[config.mk]
export PLATFORM = sky130hd
export DESIGN_NAME = rf_wb_arbiter
export DESIGN_NICKNAME = d
export VERILOG_FILES = /design/src/rtl/rf_wb_arbiter.sv
export SDC_FILE = /design/constraint.sdc
export NUM_CORES = 1
export LEC_CHECK = 0
export CORE_ASPECT_RATIO = 0.9
export CORE_MARGIN = 10
export CORE_UTILIZATION = 35
export DETAILED_ROUTE_END_ITERATION = 10
export PLACE_DENSITY = 0.61
export SYNTH_ARGS = -nofsm -noshare
export SYNTH_HDL_FRONTEND = slang
export SYNTH_SLANG_ARGS = --single-unit
[constraint.sdc]
create_clock -name Clk -period 3.7 [get_ports Clk]
set_clock_uncertainty 0.05 [all_clocks]
set_input_delay 0.555 -clock Clk [delete_from_list [all_inputs] [get_ports Clk]]
set_output_delay 0.555 -clock Clk [all_outputs]
set_load 0.005 [all_outputs]
[src/rtl/rf_wb_arbiter.sv]
// rf_wb_arbiter
// Shares the register file's single write port between the load return
// (port B, older in program order) and the ALU result (port A, younger).
// Accepted writes go into an in-order queue whose head drives RW/PW/LE,
// and a pending-write vector lets decode stall on RAW hazards.
//
// Optional build macro RF_WB_FWD_EN: enables the fq_* lookup that returns
// the youngest queued data for a register. Without it the fq_* outputs
// are tied to zero and no lookup logic exists.
module rf_wb_arbiter #(
  parameter int DEPTH = 4
) (
  input  logic                     Clk,
  input  logic                     Clr,
  input  logic                     a_valid,
  input  logic [4:0]               a_rd,
  input  logic [31:0]              a_data,
  output logic                     a_ready,
  input  logic                     b_valid,
  input  logic [4:0]               b_rd,
  input  logic [31:0]              b_data,
  output logic                     b_ready,
  input  logic                     wb_hold,
  output logic [4:0]               RW,
  output logic [31:0]              PW,
  output logic                     LE,
  output logic [31:0]              pend,
  output logic [$clog2(DEPTH):0]   count,
  output logic                     full,
  output logic                     empty,
  input  logic [4:0]               fq_ra,
  input  logic [4:0]               fq_rb,
  output logic                     fq_a_hit,
  output logic [31:0]              fq_a_data,
  output logic                     fq_b_hit,
  output logic [31:0]              fq_b_data
);

  localparam int AW = $clog2(DEPTH);
  localparam int CW = AW + 1;

  logic [4:0]    rd_q   [DEPTH];
  logic [31:0]   data_q [DEPTH];
  logic [DEPTH-1:0] vld;
  logic [AW-1:0] rptr;
  logic [AW-1:0] wptr;
  logic [AW-1:0] a_slot;
  logic [CW-1:0] free;
  logic          a_acc;
  logic          b_acc;
  logic          deq;

  // Free slots use start-of-cycle occupancy; a same-cycle dequeue gives no credit.
  assign free    = CW'(DEPTH) - count;
  assign b_ready = (free != '0);
  assign a_ready = (free >= CW'(2)) || ((free == CW'(1)) && !b_valid);

  assign b_acc  = b_valid && b_ready;
  assign a_acc  = a_valid && a_ready;
  // B is older, so it takes the first free slot and A the one after it.
  assign a_slot = wptr + AW'(b_acc);

  assign empty = (count == '0);
  assign full  = (count == CW'(DEPTH));
  assign deq   = !empty && !wb_hold;

  // The head entry drives the write port; writes to R0 retire silently.
  assign RW = rd_q[rptr];
  assign PW = data_q[rptr];
  assign LE = deq && (rd_q[rptr] != 5'd0);

  // Queue storage, pointers and occupancy.
  always_ff @(posedge Clk) begin
    if (Clr) begin
      rptr  <= '0;
      wptr  <= '0;
      count <= '0;
      vld   <= '0;
      // NOTE: the entries are cleared too so RW/PW read zero after reset,
      // not whatever stale head the queue last held.
      for (int i = 0; i < DEPTH; i++) begin
        rd_q[i]   <= '0;
        data_q[i] <= '0;
      end
    end else begin
      // NOTE: non-blocking assignments let the dequeue clear and the
      // enqueue set below all see start-of-cycle pointer values.
      if (deq) begin
        vld[rptr] <= 1'b0;
        rptr      <= rptr + AW'(1);
      end
      if (b_acc) begin
        rd_q[wptr]   <= b_rd;
        data_q[wptr] <= b_data;
        vld[wptr]    <= 1'b1;
      end
      if (a_acc) begin
        rd_q[a_slot]   <= a_rd;
        data_q[a_slot] <= a_data;
        vld[a_slot]    <= 1'b1;
      end
      wptr  <= wptr + AW'(b_acc) + AW'(a_acc);
      count <= count + CW'(b_acc) + CW'(a_acc) - CW'(deq);
    end
  end

  // Pending-write vector: one bit per register targeted by a live entry.
  always_comb begin
    // NOTE: defaulting every output first keeps this block latch-free.
    pend = '0;
    for (int i = 0; i < DEPTH; i++) begin
      if (vld[i]) pend[rd_q[i]] = 1'b1;
    end
    pend[0] = 1'b0;
  end

`ifdef RF_WB_FWD_EN
  // Youngest-data lookup: scan oldest to youngest so the last match wins.
  always_comb begin
    fq_a_hit  = 1'b0;
    fq_a_data = '0;
    fq_b_hit  = 1'b0;
    fq_b_data = '0;
    for (int k = 0; k < DEPTH; k++) begin
      if (CW'(k) < count) begin
        if ((fq_ra != 5'd0) && (rd_q[rptr + AW'(k)] == fq_ra)) begin
          fq_a_hit  = 1'b1;
          fq_a_data = data_q[rptr + AW'(k)];
        end
        if ((fq_rb != 5'd0) && (rd_q[rptr + AW'(k)] == fq_rb)) begin
          fq_b_hit  = 1'b1;
          fq_b_data = data_q[rptr + AW'(k)];
        end
      end
    end
  end
`else
  logic unused_fq;
  assign unused_fq = ^{fq_ra, fq_rb};
  assign fq_a_hit  = 1'b0;
  assign fq_a_data = '0;
  assign fq_b_hit  = 1'b0;
  assign fq_b_data = '0;
`endif

endmodule

==> run metrics <==
Reg clk slew, reported paths=approximately 0.070 ns; maximum VDD drop=0.294 mV; #FFs+latches synth=approximately 160; Final Core Density=0.441; residual DRC count=0; CTS tree=built; Slew headroom=0.599; area occupied by multi-input gates=between 4000 and 5000 um^2; Yosys top cell area share=0.445; Seq/Total Area, Yosys=0.471; PortBufs=154; Iter 0 DRT Violations=670; Root Driver=clkbuf_16; Worst-Margin Slew=around 0.6 ns; setup bufs post-CTS=0; Vert. Die Dim=approximately 180 um; ratio of cells with drive above 1 in the final layout=0.106; worst-path cell chain=buf_4, mux4_2, or4_1, o21a_1, clkdlybuf4s50_1; Core ar.=~28000 um^2; post-cts sizing count=0; Slowest-stage cell, CP=mux4_2; Max Cap Viol=0; Power Density=647 nW/um^2; first-pass GRT wire length=43.9 mm; DRT antenna net count=0; final instance area=between 10000 and 15000 um^2; static leakage=between 0.004 and 0.005 uW; Commonest cells post-synth=nand2_1 (170), edfxtp_1 (148), mux2i_1 (148), buf_4 (76), inv_1 (47); vias in the first global route=roughly 7300; slowest stage delay, CP=~0.57 ns; fin crit period=about 3.4 ns; placed instance area=around 12000 um^2; Max H-tree Level=4; WL/cell=about 21 um; Hold Path Class=reg -> reg; main area contributors after synthesis=edfxtp_1 (45%), mux2i_1 (15%), mux4_2 (8.3%), nand2_1 (6.4%), buf_4 (5.7%); Starting Density=0.356; Yosys warnings=0; arrival time worst endpoint=2.83 ns; hold path startpoint=vld[3]; Fin Setup TNS=0 ns; CP Capture Type=primary output; asr flop ratio synth=0; Pwr Total=between 7000 and 8000 uW; Cells after Synth=between 800 and 900; Synth area leader=edfxtp_1; Boundary Pins=232; largest fanout on the critical path=10; ys flop type=edfxtp_1; Post-synth EDFFs=approximately 150; Pins Over Slew Limit=0; # diodes=0; Num CTS Buffers=17; Final Hold Vio Count=0; count leader, synth=nand2_1; final WL=approximately 29 mm; CP startpoint kind=flop; WP buf/inv=2; clock tree sinks=between 150 and 200; CP top delay family=buffers and inverters; Setup CP Type=reg -> out; storage element area=4710 um^2; die area=~36000 um^2; Via Count=7149; status=completed; initial antenna violation count=1; fmax=between 200 and 300 MHz; Die X=198 um; period utilisation layout=0.928; cts hold-fix bufs=0; Vias per Instance=just over 5; setup violators final=0; site row count=just under 60; Placer Congestion=slightly above 0.9; largest net degree at the start of global routing=38; launch point of the worst reg-to-reg path=count[1]; nets=1121; Avg Inst Size Synth=roughly 11 um^2; Final HPWL DP=between 15 and 20 mm; CP required=about 3.1 ns; Layout fillers=~2700; DRT Pass-1 Iters=5; Tot GR Track Use=0.160; post-synth cell types=between 40 and 50; total grt overflow=0; unrepaired setup endpoints after global routing=no; synthesis-to-finish area growth=23.7%; clock buffer depth=2; clk_lat worst skew=around 0.42 ns; Mapped Area=9980 um^2
[cell families after synthesis]
kind of cell | Yosys count | share of synthesized area
fa+ha+maj | 14 | 0.0190
simple gates | 266 | 0.118
other cells | 1 | 0.000376
mux | 185 | 0.232
buf+inv | 166 | 0.0945
compound gates | 74 | 0.0602
flops | 161 | 0.471
xor+xnor | 6 | 0.00526
[metal layers]
layer,up-vias,part of all wire,global-route usage
li1,3333,-,-
met1,3480,0.42,0.198
met2,312,0.49,0.272
met3,22,0.082,0.0420
met4,2,0.0097,0.0356
met5,-,0.00041,0
[final cells by class]
| class | instances | share of cell area |
|---|---|---|
| inverter | 48 | 0.0146 |
| clock inverter | 14 | 0.0118 |
| tap | 360 | 0.0365 |
| timing repair buffer | 178 | 0.148 |
| sequential | 161 | 0.381 |
| multi-input combinational | 612 | 0.374 |
| clock buffer | 18 | 0.0348 |
[tightest hold or removal path, delay by kind of cell, from the launching register on]
kind	cells	cell delay, ns
AO/OA/AOI/OAI	1	0.06
flip-flops	1	0.34
AND/OR/NAND/NOR	1	0.07
[final timing paths]
kind	to	slack [ns]	depth (start not counted)
max reg2reg	count[2]	0.61	12
max	LE	0.27	5
min	vld[3]	0.46	2
min reg2reg	vld[3]	0.46	2
[registers in the layout, summed over array words and instances (netlist names), named ones only]
| signal | cells |
|---|---|
| wptr | 2 |
| rd_q | 20 |
| vld | 4 |
| count | 3 |
| data_q | 128 |
| rptr | 2 |
[layout by cell type, fill, tap and decap left out, types with 5 or more instances in the layout]
master	instances
a21oi_1	8
a22oi_1	15
a32oi_1	5
buf_12	8
buf_4	16
clkbuf_16	17
clkdlybuf4s50_1	154
conb_1	67
dfxtp_1	11
edfxtp_1	148
ha_1	12
inv_1	47
mux2i_1	148
mux4_2	37
nand2_1	170
nand2b_1	13
nand3_1	11
nor2_1	23
nor2b_1	18
nor3_1	5
o221ai_1	28
xnor2_1	5
[per-stage QoR]
| step | hold WS, ns | std cells | setup slack [ns] |
|---|---|---|---|
| after detailed placement | 0.454 | 1359 | 0.465 |
| after floorplan | 0.420 | 939 | 0.369 |
| final | 0.458 | 1391 | 0.268 |
| after global placement | 0.449 | 1359 | 0.480 |
| after global routing | 0.493 | 1391 | 0.130 |
| after CTS | 0.463 | 1391 | 0.212 |
[power breakdown]
part	internal (uW)	total, uW	switching [uW]
logic	1620	3200	1580
clock network	948	1730	785
registers	2730	3060	326
No activity file was read; power rests on OpenSTA's default activity.
